[src/rtl/jtag_tap_os.sv]
// jtag_tap_os: oversampled JTAG slave. The TAP controller and the IR/DR shift
// paths run entirely in the system clock domain. tck/tms/tdi are synchronised
// and edge-detected, so there is no tck clock tree. The instructions are IDCODE,
// NREG generic user data registers and BYPASS.
module jtag_tap_os #(
  parameter int                     IR_W     = 5,
  parameter int                     NREG     = 4,
  parameter int                     DR_W     = 32,
  parameter int                     ID_W     = 40,
  parameter int                     ID_INSTR = 0,
  parameter int                     USR_BASE = 1,
  parameter logic [NREG-1:0]        WR_MASK  = {NREG{1'b1}},
  parameter logic [NREG-1:0]        CAP_MASK = {NREG{1'b0}},
  parameter logic [NREG*DR_W-1:0]   RST_VAL  = {NREG*DR_W{1'b0}}
) (
  input  logic                   clk,
  input  logic                   hard_rst,
  input  logic                   tck,
  input  logic                   tms,
  input  logic                   tdi,
  output logic                   tdo,
  input  logic [ID_W-1:0]        id,
  input  logic [NREG*DR_W-1:0]   cap_data,
  output logic [NREG*DR_W-1:0]   upd_data,
  output logic [NREG-1:0]        upd_stb,
  output logic [NREG-1:0]        cap_stb,
  output logic [IR_W-1:0]        ir,
  output logic [3:0]             jstate
);

  // The shared DR shift register is wide enough for the larger of IDCODE and a user register
  localparam int              SR_W   = (ID_W > DR_W) ? ID_W : DR_W;
  localparam logic [IR_W-1:0] ID_IR  = IR_W'(ID_INSTR);
  localparam logic [31:0]     ID_CODE = 32'(ID_INSTR);
  localparam logic [31:0]     USR_LO = 32'(USR_BASE);
  localparam logic [31:0]     USR_HI = 32'(USR_BASE + NREG);

  typedef enum logic [3:0] {
    TLR    = 4'd0,
    RTI    = 4'd1,
    SEL_DR = 4'd2,
    CAP_DR = 4'd3,
    SH_DR  = 4'd4,
    EX1_DR = 4'd5,
    PS_DR  = 4'd6,
    EX2_DR = 4'd7,
    UPD_DR = 4'd8,
    SEL_IR = 4'd9,
    CAP_IR = 4'd10,
    SH_IR  = 4'd11,
    EX1_IR = 4'd12,
    PS_IR  = 4'd13,
    EX2_IR = 4'd14,
    UPD_IR = 4'd15
  } tap_state_e;

  // Synchroniser and edge-detect flops
  logic tck_s1_q, tck_s1_d;
  logic tck_s_q,  tck_s_d;
  logic tck_d_q,  tck_d_d;
  logic tms_s1_q, tms_s1_d;
  logic tms_s_q,  tms_s_d;
  logic tdi_s1_q, tdi_s1_d;
  logic tdi_s_q,  tdi_s_d;
  logic [1:0] settle_cnt_q, settle_cnt_d;

  // TAP and datapath state
  tap_state_e               state_q, state_d, tap_next;
  logic [IR_W-1:0]          ir_q, ir_d;
  logic [IR_W-1:0]          ir_sr_q, ir_sr_d;
  logic [SR_W-1:0]          sreg_q, sreg_d;
  logic [NREG*DR_W-1:0]     upd_data_q, upd_data_d;
  logic [NREG-1:0]          upd_stb_q, upd_stb_d;
  logic [NREG-1:0]          cap_stb_q, cap_stb_d;
  logic                     tdo_q, tdo_d;

  // Decode and helper nets
  logic                     edge_en, rise, fall;
  logic [31:0]              ir_u;
  logic                     sel_id, sel_usr;
  logic [NREG-1:0]          usr_onehot;
  logic [SR_W-1:0]          cap_val;
  logic [SR_W-1:0]          sreg_shift;

  // Pin synchronisers plus a settle counter that keeps edges masked while the pipe refills after reset
  always_comb begin
    tck_s1_d = tck;
    tck_s_d  = tck_s1_q;
    tck_d_d  = tck_s_q;
    tms_s1_d = tms;
    tms_s_d  = tms_s1_q;
    tdi_s1_d = tdi;
    tdi_s_d  = tdi_s1_q;
    settle_cnt_d = (settle_cnt_q == 2'd3) ? 2'd3 : settle_cnt_q + 2'd1;
    edge_en = (settle_cnt_q == 2'd3);
    rise    = edge_en & tck_s_q & ~tck_d_q;
    fall    = edge_en & ~tck_s_q & tck_d_q;
  end

  // IEEE 1149.1 TAP next-state function; the state only advances on a detected tck rise
  always_comb begin
    tap_next = state_q;
    case (state_q)
      TLR:     tap_next = tms_s_q ? TLR    : RTI;
      RTI:     tap_next = tms_s_q ? SEL_DR : RTI;
      SEL_DR:  tap_next = tms_s_q ? SEL_IR : CAP_DR;
      CAP_DR:  tap_next = tms_s_q ? EX1_DR : SH_DR;
      SH_DR:   tap_next = tms_s_q ? EX1_DR : SH_DR;
      EX1_DR:  tap_next = tms_s_q ? UPD_DR : PS_DR;
      PS_DR:   tap_next = tms_s_q ? EX2_DR : PS_DR;
      EX2_DR:  tap_next = tms_s_q ? UPD_DR : SH_DR;
      UPD_DR:  tap_next = tms_s_q ? SEL_DR : RTI;
      SEL_IR:  tap_next = tms_s_q ? TLR    : CAP_IR;
      CAP_IR:  tap_next = tms_s_q ? EX1_IR : SH_IR;
      SH_IR:   tap_next = tms_s_q ? EX1_IR : SH_IR;
      EX1_IR:  tap_next = tms_s_q ? UPD_IR : PS_IR;
      PS_IR:   tap_next = tms_s_q ? EX2_IR : PS_IR;
      EX2_IR:  tap_next = tms_s_q ? UPD_IR : SH_IR;
      UPD_IR:  tap_next = tms_s_q ? SEL_DR : RTI;
      default: tap_next = TLR;
    endcase
    state_d = rise ? tap_next : state_q;
  end

  // Instruction decode: IDCODE, one of the user registers, or BYPASS for anything else
  always_comb begin
    ir_u       = 32'(ir_q);
    sel_id     = (ir_u == ID_CODE);
    sel_usr    = !sel_id && (ir_u >= USR_LO) && (ir_u < USR_HI);
    usr_onehot = '0;
    for (int k = 0; k < NREG; k++) begin
      usr_onehot[k] = sel_usr && (ir_u == USR_LO + 32'(k));
    end
  end

  // Capture source and shift-in position for whichever data register is selected
  always_comb begin
    cap_val = '0;
    if (sel_id) begin
      cap_val = SR_W'(id);
    end
    for (int k = 0; k < NREG; k++) begin
      if (usr_onehot[k]) begin
        cap_val = SR_W'(CAP_MASK[k] ? cap_data[k*DR_W +: DR_W] : upd_data_q[k*DR_W +: DR_W]);
      end
    end
    sreg_shift = sreg_q >> 1;
    if (sel_id) begin
      sreg_shift[ID_W-1] = tdi_s_q;
    end else if (sel_usr) begin
      sreg_shift[DR_W-1] = tdi_s_q;
    end else begin
      sreg_shift[0] = tdi_s_q;
    end
  end

  // State actions fire on the rise that leaves a state; tdo is refreshed on the fall
  always_comb begin
    sreg_d     = sreg_q;
    ir_sr_d    = ir_sr_q;
    ir_d       = ir_q;
    upd_data_d = upd_data_q;
    upd_stb_d  = '0;
    cap_stb_d  = '0;
    tdo_d      = tdo_q;
    if (rise) begin
      case (state_q)
        CAP_DR: begin
          sreg_d    = cap_val;
          cap_stb_d = usr_onehot;
        end
        SH_DR: begin
          sreg_d = sreg_shift;
        end
        UPD_DR: begin
          for (int k = 0; k < NREG; k++) begin
            if (usr_onehot[k] && WR_MASK[k]) begin
              upd_data_d[k*DR_W +: DR_W] = sreg_q[DR_W-1:0];
              upd_stb_d[k] = 1'b1;
            end
          end
        end
        CAP_IR: begin
          ir_sr_d = ir_q;
        end
        SH_IR: begin
          ir_sr_d = {tdi_s_q, ir_sr_q[IR_W-1:1]};
        end
        UPD_IR: begin
          ir_d = ir_sr_q;
        end
        default: begin
        end
      endcase
      if (tap_next == TLR) begin
        ir_d = ID_IR;
      end
    end
    if (fall) begin
      if (state_q == SH_IR) begin
        tdo_d = ir_sr_q[0];
      end else if (state_q == SH_DR) begin
        tdo_d = sreg_q[0];
      end else begin
        tdo_d = 1'b0;
      end
    end
  end

  // All state registers, with a synchronous active-low reset that also aborts any scan in progress
  always_ff @(posedge clk) begin
    if (!hard_rst) begin
      tck_s1_q     <= 1'b0;
      tck_s_q      <= 1'b0;
      tck_d_q      <= 1'b0;
      tms_s1_q     <= 1'b0;
      tms_s_q      <= 1'b0;
      tdi_s1_q     <= 1'b0;
      tdi_s_q      <= 1'b0;
      settle_cnt_q <= 2'd0;
      state_q      <= TLR;
      ir_q         <= ID_IR;
      ir_sr_q      <= '0;
      sreg_q       <= '0;
      upd_data_q   <= RST_VAL;
      upd_stb_q    <= '0;
      cap_stb_q    <= '0;
      tdo_q        <= 1'b0;
    end else begin
      tck_s1_q     <= tck_s1_d;
      tck_s_q      <= tck_s_d;
      tck_d_q      <= tck_d_d;
      tms_s1_q     <= tms_s1_d;
      tms_s_q      <= tms_s_d;
      tdi_s1_q     <= tdi_s1_d;
      tdi_s_q      <= tdi_s_d;
      settle_cnt_q <= settle_cnt_d;
      state_q      <= state_d;
      ir_q         <= ir_d;
      ir_sr_q      <= ir_sr_d;
      sreg_q       <= sreg_d;
      upd_data_q   <= upd_data_d;
      upd_stb_q    <= upd_stb_d;
      cap_stb_q    <= cap_stb_d;
      tdo_q        <= tdo_d;
    end
  end

  assign tdo      = tdo_q;
  assign upd_data = upd_data_q;
  assign upd_stb  = upd_stb_q;
  assign cap_stb  = cap_stb_q;
  assign ir       = ir_q;
  assign jstate   = ~state_q;

endmodule
[config.mk]
export PLATFORM = sky130hd
export DESIGN_NAME = jtag_tap_os
export DESIGN_NICKNAME = d
export VERILOG_FILES = /design/src/rtl/jtag_tap_os.sv
export SDC_FILE = /design/constraint.sdc
export NUM_CORES = 1
export LEC_CHECK = 0
export CORE_AREA = 5 5 146 148
export CTS_CLUSTER_SIZE = 16
export DETAILED_ROUTE_END_ITERATION = 10
export DIE_AREA = 0 0 151 153
export GPL_ROUTABILITY_DRIVEN = 1
export HOLD_SLACK_MARGIN = 0.1
export PLACE_DENSITY_LB_ADDON = 0.12
export SYNTH_ARGS = -nofsm -noshare
export SYNTH_HDL_FRONTEND = slang
export SYNTH_SLANG_ARGS = --single-unit
[constraint.sdc]
create_clock -name clk -period 2.6 [get_ports clk]
set_input_delay 0.39 -clock clk [delete_from_list [all_inputs] [get_ports clk]]
set_output_delay 0.39 -clock clk [all_outputs]
set_load 0.02 [all_outputs]
==> run metrics, run 1 <==
ys async rst share=0%; Reg2Reg Depth=6; Hold Buf Count CTS=0; post-CTS setup buffer count=0; commonest non-fill, non-tap cell in the layout=dfxtp_1; Core ar.=0.01991 sq mm; Slew @ Worst Pin=slightly below 1000 ps; CTS clock-pin slew for the worst setup and hold paths=70 ps; Slew headroom=34.20%; DP Worst Slack=between 300 and 400 ps; Ports=319; WHS=356.6 ps; Fmax achieved=419.0 MHz; unique cell type count in the Yosys netlist=54; die width=151 um; antenna viol nets, final=0; CTS tree=yes; design area=0.01152 sq mm; grt met2 use=39.26%; dpl hpwl=18.99 mm; worst skew pair latency=440 ps; Total Routing Usage GR=between 20% and 30%; die span in y=153 um; max-cap viol count=0; final net count=1389; Final setup viols=0; Vias/cell=5.853; worst setup margin=213.4 ps; Post-synth EDFFs=0; layout cell share with drive strength beyond 1=7.160%; fin cells=approximately 1500; met1 global-route usage=35.98%; vias in the first global route=8393; Hold Path Class=input port to register; crit path DAT=2000 ps; die area=0.02310 sq mm; syn nets=1256; worst setup path class=register to output port; Placed Instances=1467; total CTS buffers=17; Seq cells post-synth=200; final critical-path share of the clock period=91.79%; Wirelength per Cell=19.90 um; total power=between 5 and 6 mW; Setup Skew=9.932 ps; cell accounting for the most synthesized area=dfxtp_1; first-pass GRT wire length=~47 mm; cell at the root of the clock tree=clkbuf_16; Crit. End Element=output port; TNS Setup=0 ps; Inserted Diodes=0; worst reg2reg path startpoint=ir[4]; CTS Buffer Depth=2; site row count=52; grt ovf=0; drt drc=0; Peak VDD IR=433.0 uV; drt first pass iters=5; CP startpoint kind=register; final wirelength=29.83 mm; register-to-register setup slack=260 ps; ys flop type=dfxtp_1; Hold Startpoint=hard_rst; Leak=around 4.0 nW; Resized Gates After CTS=0; WHS Path Cells=3; crit-path cells=buf_4, clkdlybuf4s50_1; WP data required=about 2200 ps; worst reg2reg endpoint=upd_data[107]; synthesized cell area=0.008776 sq mm; post-layout util=57.86%; Hold Path End=upd_data[126]; sequential share of the synthesized area=45.62%; initial antenna violation count=0; IO buf count=190; Mapped Avg Cell Area=8.103 sq um; top cells by area, synth=dfxtp_1 46%, nand3_1 9.5%, o21ai_1 7.5%; via count=8773; Yosys warning count=0; Clock Sinks=200; post-synth top area share=between 40% and 50%; GRT busiest layer=met2; critical-path maximum fanout=22; RD Place Congestion=0.8181; Initial Util=44.08%; Syn Inst Count=1083; crit-path max cell delay=between 600 and 700 ps; htree depth=4; Slew Limit Fails=0; met3 GRT Util=5.745%; Synth-to-Final Area Change=31.27%; First DRT Iteration DRCs=around 700; maximum number of pins on one net before global-route repair=166; Area after DPL=0.01093 sq mm; Crit-path slowest cell=clkdlybuf4s50_1; endpoints failing hold=0; commonest non-fill, non-tap cells in the layout=198 x dfxtp_1, 189 x clkdlybuf4s50_1, 165 x nand3_1; power per cell area=514.0 mW/mm^2; RSZ-0062 raised after global routing=no; status=completed; Final min period=2387 ps
[power breakdown]
group	internal [mW]	switching, mW
combinational	0.0937	0.105
sequential	3.07	0.00780
clock	1.37	1.28
total	4.53	1.39
[layer usage]
metal,up-vias,routed length (um)
met5,-,0
met4,0,409
met3,32,2674
met2,368,13380
met1,4153,13370
li1,4220,-
[worst max path at each step]
stage	startpoint	to	slack (ps)
final	ir[1]	ir[1]	210
after global routing	ir[4]	upd_data[107]	150
after CTS	ir[1]	ir[1]	50
after detailed placement	ir[4]	upd_data[108]	320
after global placement	ir[4]	upd_data[99]	400
after floorplan	ir[1]	upd_data[94]	750
[flip-flops by register name, indices dropped and copies added, names as in the netlist]
signal,cells
cap_stb,4
tdi_s1_q,1
tck_d_q,1
tms_s1_q,1
tck_s1_q,1
state_q,4
upd_data,128
tdi_s_q,1
tck_d_d,1
tdo,1
upd_stb,4
tms_s_q,1
sreg_q,40
ir,5
settle_cnt_q,2
ir_sr_q,5
[critical path: cells and delay by family (launching register included)]
| kind | cells | cell delay [ps] |
|---|---|---|
| DFF | 1 | 540 |
| buffers and inverters | 2 | 1010 |
[kinds of logic after synthesis]
family | synth area share, %
AOI/OAI and AO/OA | 25.01
xor gates and xnor gates | 0.1996
buffers and inverters | 5.532
DFF | 45.62
muxes | 0.7984
and+or+nand+nor | 22.84
[Yosys cell counts, drive strengths merged, types with 3 or more instances]
master / n
nor2: 27
a21oi: 10
nor2b: 35
nand4: 6
a211oi: 13
o211ai: 5
buf: 27
o21ai: 196
and3: 5
a31oi: 3
o221ai: 30
mux2i: 7
and2: 8
a22o: 7
nand3: 166
inv: 7
nand2: 141
nor3: 9
clkbuf: 87
dfxtp: 200
a22oi: 37
a221o: 30
[layout make-up]
cell class / instances / area (sq um)
clock buffers: 18 / 429.2
clock inverters: 14 / 155.1
fillers: 1876 / 8389
inverters: 7 / 26.28
multi-input cells: 762 / 4337
flip-flops and latches: 200 / 4009
well taps: 270 / 337.8
repair buffers: 228 / 2226
No activity file was read; power rests on OpenSTA's default activity.
==> run 2: changes to the inputs <==
--- a/config.mk
+++ b/config.mk
@@ -12,6 +12,7 @@
 export GPL_ROUTABILITY_DRIVEN = 1
 export HOLD_SLACK_MARGIN = 0.1
 export PLACE_DENSITY_LB_ADDON = 0.12
+export SKIP_LAST_GASP = 1
 export SYNTH_ARGS = -nofsm -noshare
 export SYNTH_HDL_FRONTEND = slang
 export SYNTH_SLANG_ARGS = --single-unit
==> results of run 2 <==
The final DEF is identical to that of run 1; final timing and power are the same.
